===== config.mk =====
export PLATFORM = sky130hd
export DESIGN_NAME = serial_parallel_mult
export DESIGN_NICKNAME = d
export VERILOG_FILES = /design/src/rtl/spm_pkg.sv /design/src/rtl/spm_csa_cell.sv /design/src/rtl/serial_parallel_mult.sv
export SDC_FILE = /design/constraint.sdc
export NUM_CORES = 1
export LEC_CHECK = 0
export BUFFER_PORTS_ARGS = -buffer_cell sky130_fd_sc_hd__buf_4
export CAP_MARGIN = 20
export CORE_MARGIN = 1.5
export CORE_UTILIZATION = 45
export CTS_CLUSTER_DIAMETER = 120
export DETAILED_ROUTE_END_ITERATION = 7
export PLACE_DENSITY = 0.7
export SLEW_MARGIN = 20
export SYNTH_ARGS = -nofsm -noshare
export SYNTH_HDL_FRONTEND = slang
export SYNTH_SLANG_ARGS = --single-unit

===== constraint.sdc =====
create_clock -name clk -period 2.5 [get_ports clk]
set_clock_uncertainty 0.15 [all_clocks]
set_input_delay 0.25 -clock clk [delete_from_list [all_inputs] [get_ports clk]]
set_output_delay 0.25 -clock clk [all_outputs]
set_load 0.05 [all_outputs]

===== src/rtl/spm_pkg.sv =====
// spm_pkg: shared types and sizing helpers for the serial-parallel multiplier.
package spm_pkg;
  typedef enum logic [1:0] {IDLE, RUN, DONE} state_e;
  localparam int DEFAULT_WIDTH = 8;
  function automatic int cnt_w(input int w);
    return $clog2(2 * w) + 1;
  endfunction
endpackage


===== src/rtl/spm_csa_cell.sv =====
// spm_csa_cell: one carry-save bit cell; adds a + b + its own registered carry.
module spm_csa_cell (
  input  logic clk,
  input  logic rst,
  input  logic clr,
  input  logic en,
  input  logic a,
  input  logic b,
  output logic s_o,
  output logic s_q_o
);
  logic s_q, c_q, c_d;
  assign s_o = a ^ b ^ c_q;
  assign c_d = (a & b) | (a & c_q) | (b & c_q);
  assign s_q_o = s_q;
  always_ff @(posedge clk or negedge rst)
    if (!rst) {s_q, c_q} <= 2'b00;
    else if (clr) {s_q, c_q} <= 2'b00;
    else if (en) {s_q, c_q} <= {s_o, c_d};
endmodule


===== src/rtl/serial_parallel_mult.sv =====
// serial_parallel_mult: unsigned SPM, y fed LSB first into WIDTH carry-save cells.
// Define SPM_BUSY_EN to add a busy port and expose the live product during RUN.
module serial_parallel_mult
  import spm_pkg::*;
#(
  parameter int WIDTH = DEFAULT_WIDTH
) (
  input  logic               clk,
  input  logic               rst,
`ifdef SPM_BUSY_EN
  output logic               busy,
`endif
  input  logic [WIDTH-1:0]   x,
  input  logic [WIDTH-1:0]   y,
  output logic               done,
  output logic [2*WIDTH-1:0] fullprod
);
  localparam int CW = cnt_w(WIDTH);
  localparam int PW = 2 * WIDTH;
  state_e state_q, state_d;
  logic [WIDTH-1:0] xr_q, yr_q, s_c, s_r, s_in;
  logic [CW-1:0] k_q;
  logic [PW-1:0] prod_q, yext;
  logic ybit, cap, run;
  assign cap = state_q == IDLE;
  assign run = state_q == RUN;
  // past WIDTH the zero-extended operand supplies the flush zeros
  assign yext = PW'(yr_q);
  assign ybit = yext[k_q[CW-2:0]];
  assign s_in = {1'b0, s_r[WIDTH-1:1]};
  for (genvar i = 0; i < WIDTH; i++) begin : g_cell
    spm_csa_cell u_cell (
      .clk  (clk),
      .rst  (rst),
      .clr  (cap),
      .en   (run),
      .a    (xr_q[i] & ybit),
      .b    (s_in[i]),
      .s_o  (s_c[i]),
      .s_q_o(s_r[i])
    );
  end
  always_comb
    state_d = cap ? RUN :
              run ? (k_q == CW'(PW - 1) ? DONE : RUN) :
              ((x != xr_q || y != yr_q) ? IDLE : DONE);
  always_ff @(posedge clk or negedge rst)
    if (!rst) begin
      state_q <= IDLE;
      xr_q    <= '0;
      yr_q    <= '0;
      k_q     <= '0;
      prod_q  <= '0;
    end else begin
      state_q <= state_d;
      if (cap) begin
        xr_q   <= x;
        yr_q   <= y;
        k_q    <= '0;
        prod_q <= '0;
      end else if (run) begin
        k_q    <= k_q + 1'b1;
        prod_q <= {s_c[0], prod_q[PW-1:1]};
      end
    end
  assign done = state_q == DONE;
`ifdef SPM_BUSY_EN
  assign busy = run;
  assign fullprod = (done || run) ? prod_q : '0;
`else
  assign fullprod = done ? prod_q : '0;
`endif
endmodule


==> impl_results.md <==
* Crit Reg-Reg Endpoint: prod_q[15]
* Port Buffers at 34
* Clock tree from TritonCTS: yes
* Fmax at 444 MHz
* Post-route ant nets at 0
* Insertion delay to the later sink of the worst-skew pair at 0.31 ns
* Slew HR at 54.9%
* Number of CTS-inserted buffers at 5
* Fraction of synthesized cell area taken by the top area cell type at 52.2%
* RD Place Congestion at 0.758
* Layout area overhead at 19.1%
* Filler cell count at 482
* Post-Layout Inst Area at 3080 µm²
* Hold path start: y[1]
* Crit path max-delay family: multiplexers
* Nets at 295
* Overall power at 0.00340 W
* Pre-CTS WS at 0.241 ns
* N_diodes at 0
* Mapped Cells at 230
* Reg-to-reg setup timing slack at 0.25 ns
* Synth warnings at 0
* Critical Path Slowest Stage Cell: mux4_1
* Routed WL at 4350 µm
* Post-Syn Area at 2590 µm²
* Clk slew on worst S/H paths at 0.09 ns
* Initial antenna violation count at 0
* P per Cell Area at 1100 nW/µm²
* Met1 Use GR at 21.7%
* Top cells by area, synth: dfrtp_1 (52%), mux2_2 (7.0%), fa_1 (5.4%)
* Root Buffer: clkbuf_8
* Initial Util at 46.7%
* Vias per cell at 4.99
* Largest net degree at the start of global routing at 55
* Max cap viols at 0
* Sequential cell area fraction in the yosys report at 52.2%
* RR Startpoint: k_q[0]
* DR iter-0 viols at 49
* Final hold vios at 0
* Hold/Removal Path Class: in -> reg
* Leakage power at 1.42 nW
* All-Layer GR Usage at 15.9%
* Met2 Use GR at 25.0%
* First-pass GRT wire length at 7630 µm
* Post-synth top area cell: dfrtp_1
* Critical Path End Type: flop
* Vias in the first global route at 1,668
* Max Slew Vio Count at 0
* Worst setup path class: reg -> reg
* Final setup TNS at 0 ns
* Syn_nets at 258
* CP bufs+invs at 0
* Final HPWL DP at 3130 µm
* H-tree Lvls at 2
* Max incr delay on CP at 0.59 ns
* FF+latch count, synth at 54
* IO Count at 35
* Minimum setup slack in the final design at 0.247 ns
* Total global routing overflow at 0
* CP required at 2.57 ns
* Unique masters post-synth at 26
* Mean area per synthesized cell at 11.3 µm²
* Tmin final at 2.25 ns
* WL/cell at 12.8 µm
* R2R cell count at 6
* Period utilization at 90.1%
* Clock Path Buffers at 2
* Die Wd at 78.9 µm
* Met3 usage at 3.45%
* Placed Area at 2930 µm²
* Clock Sink Count at 54
* Crit path cell chain: mux4_1 > mux2i_1 > nor2_2 > nand2_1 > fa_1 > o21ai_0
* Detailed-route via count at 1,697
* RSZ-0062 raised after global routing: no
* Row count at 27
* Status: complete, no violations
* Hold EP: yr_q[1]
* Max FO, Critical Path at 8
* Util after Layout at 55.7%
* First-pass iteration count of the detailed router at 4
* Arrival time at the worst endpoint at 2.33 ns
* Final setup viols at 0
* Hold Path Depth at 2
* CP Launch Type: flop
* DRC at 0
* Grt peak-use layer: met2
* Ratio of cells with drive above 1 in the final layout at 23.9%
* Die Y-Extent at 78.9 µm
* Die area at 6220 µm²
* Core area at 5540 µm²
* Worst ir drop on vdd at 0.589 mV
* Worst-Margin Slew at 0.677 ns
[cells by family after synthesis]
group	count (synthesis)	synth area share (%)
compound gates	39	9.66
xor+xnor	16	5.41
fa+ha+maj	10	6.86
buf+inv	25	3.77
flops	54	52.2
mux	20	9.76
simple gates	66	12.4
[final cells by class]
cell class	count	area, µm²	area share, %
Multi-Input combinational cell	151	1140	37.0
Inverter	15	56.3	1.83
Clock buffer	6	82.6	2.68
Timing Repair Buffer	40	303	9.82
Tap cell	72	90.1	2.92
Sequential cell	54	1350	43.8
Clock inverter	2	60.1	1.95
[cells in the mapped netlist]
library cell	n
buf_1	1
dfrtp_1	54
nor2_1	1
mux4_1	2
ha_1	3
nor2_2	1
nor4_1	4
inv_1	15
nand2b_1	1
a21oi_1	1
nand4_1	1
nor2b_1	3
buf_2	3
nand3_1	1
mux2i_1	2
nand2_1	35
o21ai_0	23
nor3_1	1
a21o_1	1
fa_1	7
and3_1	1
and2_1	17
xor2_1	16
mux2_2	16
a22o_1	14
clkbuf_1	6
[report_power, final]
| group | switching (W) | internal [W] |
|---|---|---|
| Sequential | 0.000325 | 0.00127 |
| Combinational | 0.000524 | 0.000575 |
| Clock | 0.000279 | 0.000427 |
[worst register-to-register path: stages, from the launching register on]
cell and delay, ns:
dfrtp_1 0.45, mux4_1 0.59, mux2i_1 0.19, nor2_2 0.11, nand2_1 0.11, fa_1 0.40
o21ai_0 0.17
[stage by stage]
| step | instances | hold slack [ns] |
|---|---|---|
| floorplan | 230 | -0.196 |
| detailed placement | 331 | 0.185 |
| global placement | 331 | 0.188 |
| CTS | 340 | 0.0303 |
| global route | 340 | 0.0255 |
| finish | 340 | 0.0352 |
[cells in the final DEF (no fill, tap or decap), drive strengths merged, types with 2 or more instances in the layout]
cell type,count
xor2,16
inv,15
dfrtp,54
ha,3
fa,7
nor2b,3
clkbuf,6
nor4,4
and2,17
mux2,16
nand2,35
nor2,2
o21ai,23
mux4,2
buf,39
a22o,14
mux2i,2
bufinv,2
[worst max path at each step]
stage               depth (start not counted)  slack [ns]                endpoint        from
global route                                6        0.11              prod_q[15]      k_q[0]
detailed placement                          6        0.24  g_cell[5].u_cell.s_q_o      k_q[0]
global placement                            6        0.34  g_cell[3].u_cell.s_q_o      k_q[0]
floorplan                                   3        0.35             fullprod[0]  state_q[0]
CTS                                         6        0.24              prod_q[15]      k_q[0]
finish                                      6        0.25              prod_q[15]      k_q[0]
[registers in the layout (all words and copies together), names as in the netlist]
register             cells
yr_q                     8
k_q                      5
prod_q                  16
state_q                  2
xr_q                     8
g_cell.u_cell.s_q_o      7
g_cell.u_cell.c_q        8
[per-layer routing]
metal  part of all wire [%]  vias to the layer above
met4                    1.7                        0
met1                     48                      811
met2                     46                       36
met3                    4.2                        6
met5                      0                        -
li1                       -                      844
[timing repair]
| item | CTS | global route |
|---|---|---|
| setup buffers | 0 | 0 |
| gates resized for setup | 0 | 0 |
| setup endpoints to repair | 0 | 0 |
| endpoints found under the hold margin | 54 | 0 |
| hold buffers | 1 | 0 |
(Power assumes the default switching activity.)
